===== src/rtl/hidden_cpu_param.sv =====
// Parametrised single-cycle accumulator CPU: register file, ALU, zero/borrow/carry flags, conditional branch, output latch, halt.
// Latency: one edge per valid instruction. Backpressure: instr_valid low or halted freezes all architectural state.
module hidden_cpu_param #(
    parameter int DATA_W = 8,
    parameter int NREGS  = 4,
    parameter int PC_W   = 8,
    localparam int AW    = $clog2(NREGS),
    localparam int IW    = 3 + 2 * AW
) (
    input  logic              clk,
    input  logic              rst,
    input  logic              instr_valid,
    input  logic [IW-1:0]     instr,
    output logic [PC_W-1:0]   pc,
    output logic [DATA_W-1:0] dout,
    output logic [2:0]        flags,
    output logic              halted
);

    typedef enum logic [2:0] {
        OP_ADD  = 3'd0,
        OP_SUB  = 3'd1,
        OP_NAND = 3'd2,
        OP_MOV  = 3'd3,
        OP_LDI  = 3'd4,
        OP_BR   = 3'd5,
        OP_OUT  = 3'd6,
        OP_HALT = 3'd7
    } op_t;

    logic [DATA_W-1:0] regs [NREGS];
    logic              z_flag, b_flag, c_flag;

    op_t               op;
    logic [AW-1:0]     rd, rs;
    logic [DATA_W-1:0] a, b;
    logic [DATA_W:0]   sum;
    logic [DATA_W-1:0] res;
    logic              wr_en;
    logic [1:0]        cond;
    logic              br_taken;
    logic              exec;

    assign op   = op_t'(instr[IW-1 -: 3]);
    assign rd   = instr[2*AW-1 -: AW];
    assign rs   = instr[AW-1:0];
    assign a    = regs[rd];
    assign b    = regs[rs];
    assign sum  = {1'b0, a} + {1'b0, b};
    assign exec = instr_valid && !halted;

    // Only the low two bits of rs select the branch condition; a 1-bit rs zero-extends.
    assign cond = 2'(rs);

    always_comb begin
        res   = '0;
        wr_en = 1'b0;
        case (op)
            OP_ADD:  begin res = sum[DATA_W-1:0]; wr_en = 1'b1; end
            OP_SUB:  begin res = a - b;           wr_en = 1'b1; end
            OP_NAND: begin res = ~(a & b);        wr_en = 1'b1; end
            OP_MOV:  begin res = b;               wr_en = 1'b1; end
            OP_LDI:  begin res = DATA_W'(rs);     wr_en = 1'b1; end
            default: begin res = '0;              wr_en = 1'b0; end
        endcase
    end

    always_comb begin
        br_taken = 1'b0;
        case (cond)
            2'd0:    br_taken = 1'b1;
            2'd1:    br_taken = c_flag;
            2'd2:    br_taken = b_flag;
            default: br_taken = z_flag;
        endcase
    end

    always_ff @(posedge clk or negedge rst) begin
        if (!rst) begin
            for (int i = 0; i < NREGS; i++) begin
                regs[i] <= DATA_W'(i);
            end
            pc     <= '0;
            dout   <= '0;
            z_flag <= 1'b0;
            b_flag <= 1'b0;
            c_flag <= 1'b0;
            halted <= 1'b0;
        end else if (exec) begin
            if (wr_en) begin
                regs[rd] <= res;
                z_flag   <= (res == '0);
            end
            if (op == OP_ADD) c_flag <= sum[DATA_W];
            if (op == OP_SUB) b_flag <= (a < b);
            if (op == OP_OUT) dout <= a;
            if (op == OP_HALT) begin
                halted <= 1'b1;
            end else if (op == OP_BR && br_taken) begin
                pc <= pc + PC_W'(a);
            end else begin
                pc <= pc + 1'b1;
            end
        end
    end

    assign flags = {z_flag, b_flag, c_flag};

endmodule


===== config.mk =====
export PLATFORM = sky130hd
export DESIGN_NAME = hidden_cpu_param
export DESIGN_NICKNAME = d
export VERILOG_FILES = /design/src/rtl/hidden_cpu_param.sv
export SDC_FILE = /design/constraint.sdc
export NUM_CORES = 1
export LEC_CHECK = 0
export BUFFER_PORTS_ARGS = -buffer_cell sky130_fd_sc_hd__buf_2
export CAP_MARGIN = 20
export CORE_AREA = 2 2 124 126
export CTS_BUF_LIST = sky130_fd_sc_hd__clkbuf_2 sky130_fd_sc_hd__clkbuf_4 sky130_fd_sc_hd__clkbuf_8
export CTS_CLUSTER_DIAMETER = 40
export DETAILED_ROUTE_END_ITERATION = 12
export DIE_AREA = 0 0 126 128
export PLACE_DENSITY_LB_ADDON = 0.25
export SKIP_LAST_GASP = 1
export SLEW_MARGIN = 20
export SYNTH_ARGS = -nofsm -noshare
export SYNTH_HDL_FRONTEND = slang
export SYNTH_SLANG_ARGS = --single-unit

===== constraint.sdc =====
create_clock -name clk -period 6.05 [get_ports clk]
set_input_delay 0 -clock clk [delete_from_list [all_inputs] [get_ports clk]]
set_output_delay 0 -clock clk [all_outputs]
set_load 0.01 [all_outputs]

==> results.toml, run 1 <==
[yosys]
synth_area_um2 = 3740
yosysWarnings = 0
synth-seq-area-share_pct = 34.9
syn_avg_cell_area_um2 = 10.3
synth_cell_types = 63
synth_edf_count = 0
synthCells = 362
synth_seq_cells = 52
ys.flop_type = "dfrtp_1"
syn_nets = 399
ys_async_sr_fraction_pct = 100

[global_route]
grt_pass1_wl_um = 16300
grt_pass1_vias = 2944
grt-ovfl-total = 0
grt_max_degree = 53
grtUsageTotal_pct = 12.9
grt_antenna_before_repair = 0

[routing]
drtPass1Iterations = 4
viasPerCell = 5.04
postRouteWirelength_um = 9970
antenna_left = 0
dr_total_vias = 2874
drc = 0
routedWlPerCell_um = 17.5
drt_iter0_drc = 169

[clock_network]
holdBufCountCts = 2
cts_resized = 0
cts_post_setup_buffers_inserted = 0
clk_path_buf_depth = 2
cts_tree = "built"
numCtsBuffers = 5
clk_latency_ns = 0.32
path_clk_slew_ns = 0.11
cts_sinks = 52
htree_levels = 2
cts-root-buf = "clkbuf_8"

[critical_path]
crit_arrival_ns = 3.94
cp_max_fo = 5
endpoint_kind = "flip-flop"
required_ns = 6.29
critPathKind = "reg2reg"
worstSetupStartpointType = "flip-flop"
crit_slowest_cell = "fa_1"
path_cells = "mux2_2 > o21ai_0 > inv_1 > fa_1 > nor3b_1 > o31ai_1 > a21oi_1 > a211oi_4 > or4b_1 > or4_1 > o31ai_2"
cp_slowest_stage_delay_ns = 0.45

[layout]
fin_nets = 418
layout_commonest_cell = "dfrtp_1"
n_fill_cell = 1598
utilization_pct = 28.0
final_cell_mix = "dfrtp_1 (48), mux2_2 (36), buf_2 (29)"
drive_gt1_share_pct = 27.5
area.sequential_um2 = 1310
synthToLayoutAreaGrowth_pct = 11.2
postLayoutCellArea_um2 = 4160
multiInputGateArea_um2 = 2290
n_antenna_cell = 0

[floorplanning]
die_w_um = 126
die_area_um2 = 16100
die_height_um = 128
io_pins = 30
core_area_um2 = 14900
start_util_pct = 25.2
placementRows = 45

[run_status]
status = "finished clean"

[placement]
portBuffers = 29
place_ws_ns = 2.34
hpwl_um = 7240
place_congestion = 0.765
placed_area_um2 = 4040

[power_and_ir_drop]
p_per_area_nw_per_um2 = 388
vdd_drop_max_mv = 0.153
power.leakage_nw = 1.82
total_power_mw = 1.62

[sta]
skew_ns = 0.0110
period_needed_ns = 3.70
fmax_mhz = 270
finalSetupViolCount = 0
worst_slack_ns = 2.35
fin_setup_tns_ns = 0
finalHoldViolations = 0
slew_viol_final = 0
post-route-period-util_pct = 61.2
rsz0062_at_grt = "no"
slew_headroom_pct = 43.1
tightest_slew_ns = 0.848

[worst_hold_path]
min_path_type = "in2reg"

[run]
drv_cap = 0
==> worst paths after layout <==
check / start / endpoint / slack, ns / cells after the start
min in group asynchronous: rst / pc[4] / 0.29 / 3
worst max-delay path: regs[25] / z_flag / 2.35 / 11
worst min register to register: pc[7] / pc[7] / 0.48 / 1
worst max register to register: regs[25] / z_flag / 2.35 / 11
max in group asynchronous: rst / regs[24] / 5.28 / 3
worst min-delay path: instr[6] / halted / 0.12 / 3
==> state kept, by name (all words and copies together), names as in the netlist <==
signal and cells:
regs 32, c_flag 1, z_flag 1, b_flag 1, dout 8, halted 1
pc 8
==> critical path: cells and delay by family (launching register included) <==
| kind | cells | cell delay (ns) |
|---|---|---|
| AO/OA/AOI/OAI | 5 | 1.23 |
| adder cells (fa/ha/maj) | 1 | 0.45 |
| buffers and inverters | 1 | 0.16 |
| flip-flops | 1 | 0.41 |
| multiplexers | 1 | 0.28 |
| AND/OR/NAND/NOR | 3 | 1.08 |
==> power breakdown <==
group / switching (mW) / internal (mW) / total, mW / leakage [nW]
Sequential: 0.0823 / 0.462 / 0.544 / 0.671
Combinational: 0.480 / 0.367 / 0.847 / 1.10
Clock: 0.138 / 0.0878 / 0.225 / 0.0511
==> synth_stat cells, types with 4 or more instances <==
cell type / count / share of area (%)
and2_1: 6 / 1.0
inv_1: 16 / 1.6
clkbuf_1: 12 / 1.2
dfstp_2: 4 / 2.8
mux2_2: 36 / 11
a221oi_1: 5 / 1.2
nor3_1: 9 / 1.2
nand2_1: 26 / 2.6
dfrtp_1: 48 / 32
ha_1: 24 / 8.0
nand3_1: 4 / 0.53
nor2b_1: 7 / 1.2
a21oi_1: 24 / 3.2
xnor2_1: 6 / 1.4
o21ai_0: 22 / 2.9
o21bai_1: 5 / 1.0
nor2_1: 21 / 2.1
mux4_2: 14 / 8.4
==> kinds of logic (layout without fill, tap and decap cells) <==
kind of cell | after synthesis | after routing | synth area share (%)
mux | 53 | 53 | 20.5
xor+xnor | 9 | 9 | 2.11
compound gates | 88 | 88 | 15.6
fa+ha+maj | 27 | 27 | 9.62
buf+inv | 37 | 57 | 4.28
flops | 52 | 52 | 34.9
simple gates | 96 | 96 | 13.0
==> cell type report <==
class	count	share of cell area, %
multi-input cells	273	55.0
flip-flops and latches	52	31.4
well taps	188	5.65
repair buffers	32	4.15
clock buffers	5	1.65
inverters	17	1.53
clock inverters	3	0.691
==> per-stage QoR <==
stage	hold slack [ns]	cells
global route	0.169	570
finish	0.118	570
detailed placement	0.173	560
CTS	0.0904	570
global placement	0.153	560
floorplan	-0.296	362
==> layer usage <==
layer | vias up | GRT usage (%) | wire length, µm
met4 | 0 | 4.40 | 244
met3 | 15 | 1.71 | 329
met5 | - | 0 | 0
met2 | 56 | 19.8 | 4470
met1 | 1430 | 18.6 | 4920
li1 | 1373 | - | -
(Power assumes the default switching activity.)
==> run 2: changes to the inputs <==
--- a/config.mk
+++ b/config.mk
@@ -5,13 +5,14 @@
 export SDC_FILE = /design/constraint.sdc
 export NUM_CORES = 1
 export LEC_CHECK = 0
+export ABC_AREA = 1
 export BUFFER_PORTS_ARGS = -buffer_cell sky130_fd_sc_hd__buf_2
 export CAP_MARGIN = 20
-export CORE_AREA = 2 2 124 126
+export CORE_AREA = 2 2 128 130
 export CTS_BUF_LIST = sky130_fd_sc_hd__clkbuf_2 sky130_fd_sc_hd__clkbuf_4 sky130_fd_sc_hd__clkbuf_8
 export CTS_CLUSTER_DIAMETER = 40
 export DETAILED_ROUTE_END_ITERATION = 12
-export DIE_AREA = 0 0 126 128
+export DIE_AREA = 0 0 130 132
 export PLACE_DENSITY_LB_ADDON = 0.25
 export SKIP_LAST_GASP = 1
 export SLEW_MARGIN = 20
==> constraint.sdc (replaced) <==
create_clock -name clk -period 3.6 [get_ports clk]
set_input_delay 0 -clock clk [delete_from_list [all_inputs] [get_ports clk]]
set_output_delay 0 -clock clk [all_outputs]
set_load 0.01 [all_outputs]
==> results.toml, run 2 <==
[floorplanning]
die_w_um = 130
die_area_um2 = 17200
die_height_um = 132
placementRows = 46
io_pins = 30
core_area_um2 = 15700
start_util_pct = 25.6

[sta]
rsz0062_at_grt = "no"
fmax_mhz = 349
fin_setup_tns_ns = 0
skew_ns = 0.0157
post-route-period-util_pct = 79.6
slew_headroom_pct = 41.9
worst_slack_ns = 0.733
finalHoldViolations = 0
whs_ns = 0.0148
finalSetupViolCount = 0
period_needed_ns = 2.87
slew_viol_final = 0
tightest_slew_ns = 0.865

[layout]
synthToLayoutAreaGrowth_pct = 10.1
final_cell_mix = "nand2_1 (143), inv_1 (87), dfrtp_1 (48)"
drive_gt1_share_pct = 11.9
finalNonFillerCells = 806
n_fill_cell = 1747
fin_nets = 626
layout_commonest_cell = "nand2_1"
reg_top3 = "regs (32), dout (8), pc (8)"
top_register = "regs"
largest_reg_flops = 32
n_antenna_cell = 0

[critical_path]
cp_max_fo = 4
worstSetupStartpointType = "flip-flop"
critPathKind = "reg2reg"
crit_arrival_ns = 3.13
endpoint_kind = "flip-flop"
reg2reg_depth = 14
r2r_start = "regs[0]"
r2r_slack_ns = 0.73
timing.rr.end = "z_flag"
required_ns = 3.86

[yosys]
synth_common_cells = "nand2_1 (143), inv_1 (87), dfrtp_1 (48)"
ys.flop_type = "dfrtp_1"
yosys.area_share.xor_xnor_pct = 0.436
synthCells = 568
yosys.area_share.adder_pct = 8.96
synth_top_family_by_area = "simple AND/OR/NAND/NOR gates"
syn_avg_cell_area_um2 = 7.08
synth-simple-area-share_pct = 29.3
synth_area_um2 = 4020
synth_edf_count = 0
synth_cell_types = 39
yosysMostFrequentCell = "nand2_1"
synth_top_area_share_pct = 29.9
synthTopCellsByArea = "dfrtp_1 (30%), nand2_1 (13%), inv_1 (8.1%)"
syn_nets = 605
ys_async_sr_fraction_pct = 100
synth_seq_cells = 52
synth_top_cell_by_area = "dfrtp_1"
yosysWarnings = 0
synth-seq-area-share_pct = 32.5
synth_compound_area_share_pct = 14.6
synthMuxAreaShare_pct = 1.59

[routing]
drt_iter0_drc = 326
drtPass1Iterations = 5
postRouteWirelength_um = 12300
antenna_left = 0
routedWlPerCell_um = 15.2
viasPerCell = 4.71
drc = 0
dr_total_vias = 3793

[placement]
place_congestion = 0.926
portBuffers = 29
dp_cells = 796
hpwl_um = 9330
place_ws_ns = 0.678

[global_route]
grt_pass1_wl_um = 19300
grt_pass1_vias = 3548
grtUsageTotal_pct = 14.5
grt_max_degree = 53
grt_antenna_before_repair = 0
grt-ovfl-total = 0

[clock_network]
path_clk_slew_ns = 0.11
cts-root-buf = "clkbuf_8"
numCtsBuffers = 5
cts_post_setup_buffers_inserted = 0
clk_latency_ns = 0.33
htree_levels = 2
clk_path_buf_depth = 2
cts_sinks = 52
cts_tree = "built"

[power_and_ir_drop]
p_per_area_nw_per_um2 = 652
vdd_drop_max_mv = 0.193
power.leakage_nw = 2.20
total_power_mw = 2.89

[worst_hold_path]
min_path_cells = 3
holdPathEnd = "halted"
worstHoldStart = "instr[5]"
min_path_type = "in2reg"

[run_status]
status = "finished clean"

[run]
drv_cap = 0
[run 2: changes by cell type after synthesis, sizes merged, moves of 8 or more]
cell | before | now
nand2 | 26 | 144
mux4 | 15 | 0
buf | 8 | 16
clkbuf | 12 | 2
mux2 | 36 | 5
nand3 | 4 | 48
o21ai | 23 | 44
a21oi | 25 | 38
inv | 17 | 92
o22ai | 2 | 10
nor2 | 21 | 53
[run 2: final cells by class]
type / instances / area, µm² / area share (%)
multi-input combinational: 405 / 2210 / 49.9
tap: 216 / 270 / 6.11
sequential: 52 / 1310 / 29.5
inverter: 93 / 354 / 8.00
clock buffer: 5 / 68.8 / 1.55
timing repair buffer: 32 / 173 / 3.90
clock inverter: 3 / 46.3 / 1.05
[run 2: power by group]
group,internal (mW),switching (mW)
Combinational,0.524,0.958
Sequential,0.819,0.149
Clock,0.211,0.226
Total,1.55,1.33
[run 2: logic make-up (layout without fill, tap and decap cells)]
family	after synthesis	in the layout
AO/OA/AOI/OAI	107	107
XOR/XNOR	2	2
AND/OR/NAND/NOR	264	264
flip-flops	52	52
buffers and inverters	111	133
multiplexers	5	5
adder cells (fa/ha/maj)	27	27
[run 2: worst max-delay path, cell delays in order, from the launching register on]
cell and delay (ns):
dfstp_2 0.56, nor2_1 0.05, o21ai_0 0.43, ha_1 0.24, inv_1 0.05, fa_1 0.47, nor2_1 0.14, nor2_1 0.05
nand2_1 0.05, nand3_1 0.09, nor2_2 0.21, nand4_1 0.17, nor2_1 0.13, nand4_1 0.10, nand2_1 0.07
[run 2: what timing repair did]
item                       4_1_cts  5_1_grt
hold buffers                     2        0
setup endpoints to repair        0        0
gates resized for setup          0        0
hold endpoints to repair        49        0
[run 2: metal layers]
layer	share of wire, %	up-vias	track usage (%)
met5	0	-	0
met4	1.0	0	3.17
met3	4.1	8	1.75
met2	44	102	21.1
met1	51	1819	22.6
li1	-	1864	-
[run 2: worst max path at each step]
stage                   from  endpoint  slack (ns)
floorplan            regs[0]   regs[4]        1.28
global placement    instr[0]    z_flag        0.71
detailed placement  instr[3]   regs[4]        0.68
CTS                  regs[0]    z_flag        0.73
global route        regs[27]    z_flag        0.42
finish               regs[0]    z_flag        0.73
[run 2: stage by stage]
stage                     util [%]  instance area (µm²)
after detailed placement      27.3                 4290
after global routing          28.2                 4430
after CTS                     28.2                 4430
final                         28.2                 4430
after global placement        27.3                 4290
after floorplan                  -                 4020
==> run 3: changes to the inputs <==
==> constraint.sdc (replaced) <==
create_clock -name clk -period 2.36 [get_ports clk]
set_input_delay 0 -clock clk [delete_from_list [all_inputs] [get_ports clk]]
set_output_delay 0 -clock clk [all_outputs]
set_load 0.01 [all_outputs]
==> results.toml, run 3 (synthesis results as in run 2) <==
[power_and_ir_drop]
vdd_drop_max_mv = 0.269
power.leakage_nw = 2.70
total_power_mw = 5.61
p_per_area_nw_per_um2 = 1000

[layout]
utilization_pct = 35.6
final_cell_mix = "nand2_1 (120), buf_4 (82), inv_1 (68)"
n_antenna_cell = 0
reg_top3 = "regs (32), dout (8), pc (8)"
synthToLayoutAreaGrowth_pct = 39.2
layout_commonest_cell = "nand2_1"
top_register = "regs"
largest_reg_flops = 32
fin_nets = 713
finalNonFillerCells = 893
drive_gt1_share_pct = 39.0

[clock_network]
htree_levels = 2
cts_sinks = 52
clk_latency_ns = 0.35
path_clk_slew_ns = 0.12
clk_path_buf_depth = 2
numCtsBuffers = 5
cts-root-buf = "clkbuf_8"
cts_tree = "built"

[sta]
slew_viol_final = 0
slew_headroom_pct = 51.2
finalHoldViolations = 0
period_needed_ns = 2.43
rsz0062_at_grt = "yes"
tightest_slew_ns = 0.727
finalSetupViolCount = 2
skew_ns = 0.0182
whs_ns = 0.0967
post-route-period-util_pct = 103
worst_slack_ns = -0.0691
fmax_mhz = 412

[critical_path]
endpoint_kind = "flip-flop"
crit_arrival_ns = 2.73
critPathKind = "reg2reg"
cp_max_fo = 3
required_ns = 2.66
worstSetupStartpointType = "flip-flop"

[routing]
drt_iter0_drc = 285
antenna_left = 0
dr_total_vias = 4128
postRouteWirelength_um = 13400
routedWlPerCell_um = 15.0
viasPerCell = 4.62
drc = 0
drtPass1Iterations = 5

[placement]
place_congestion = 0.899
place_ws_ns = -0.248
hpwl_um = 10200
portBuffers = 29
dp_cells = 870

[floorplanning]
placementRows = 46
die_w_um = 130
start_util_pct = 25.6
core_area_um2 = 15700
die_area_um2 = 17200
io_pins = 30
die_height_um = 132

[global_route]
grt-ovfl-total = 0
grt_pass1_wl_um = 21000
grt_antenna_before_repair = 0
grt_pass1_vias = 3944
grt_max_degree = 53
grtUsageTotal_pct = 15.8

[run_status]
violations = "negative setup slack"
status = "finished, violations left"

[worst_hold_path]
min_path_type = "in2reg"

[run]
drv_cap = 0
-- run 3: cell types whose count changed in the layout (fill, tap and decap cells not counted), sizes merged --
| cell | previous run | this run |
|---|---|---|
| buf | 30 | 117 |
| clkinv | 2 | 1 |
| clkinvlp | 0 | 1 |
-- run 3: stage by stage --
stage / area (µm²) / setup TNS, ns
global placement: 4870 / -2.74
CTS: 5150 / -0.301
detailed placement: 4870 / -2.96
finish: 5600 / -0.131
floorplan: 4020 / 0
global route: 5600 / -2.31
-- run 3: layer usage --
metal,global-route usage (%),up-vias,part of all wire [%]
met5,0,-,0
met4,6.57,0,3.2
met3,2.35,22,3.8
met2,24.3,92,46
met1,22.0,1964,47
li1,-,2050,-
-- run 3: critical path: stages (launching register included) --
cell     delay, ns
dfrtp_1       0.41
buf_4         0.14
nand2_1       0.05
nand2_1       0.07
nand2_2       0.08
o21ai_4       0.08
buf_6         0.13
ha_4          0.15
fa_2          0.40
xnor2_2       0.16
nand2_1       0.08
nand3_2       0.11
nor2_4        0.13
nand4_1       0.12
nor2_2        0.13
nand4_1       0.09
nand2_1       0.07
-- run 3: path summary, 6_finish.rpt --
check | slack, ns | cells after the start | startpoint | to
setup reg to reg | -0.07 | 16 | regs[24] | z_flag
hold reg to reg | 0.50 | 2 | pc[7] | pc[7]
hold / removal | 0.1 | 4 | instr[5] | halted
setup / recovery | -0.07 | 16 | regs[24] | z_flag
max in group asynchronous | 1.57 | 3 | rst | regs[4]
min in group asynchronous | 0.30 | 3 | rst | pc[5]
-- run 3: layout make-up --
class	instances	area, µm²
multi-input cells	405	2690
inverters	93	354
fillers	1669	10100
well taps	216	270
repair buffers	119	866
flip-flops and latches	52	1310
clock inverters	3	46.3
clock buffers	5	68.8
-- run 3: repair_timing --
| action | CTS | global route |
|---|---|---|
| setup buffers | 3 | 11 |
| hold buffers | 2 | 0 |
| endpoints found under the hold margin | 49 | 0 |
| gates resized for setup | 33 | 120 |
| pin swaps | 16 | 46 |
| setup endpoints to repair | 34 | 39 |
-- run 3: report_power, final --
group          switching (mW)  internal (mW)  leakage (nW)  total, mW
logic                    1.87           1.59          2.03       3.46
clock network           0.355          0.320        0.0548      0.675
registers               0.217           1.25         0.623       1.47
total                    2.45           3.16          2.70       5.61
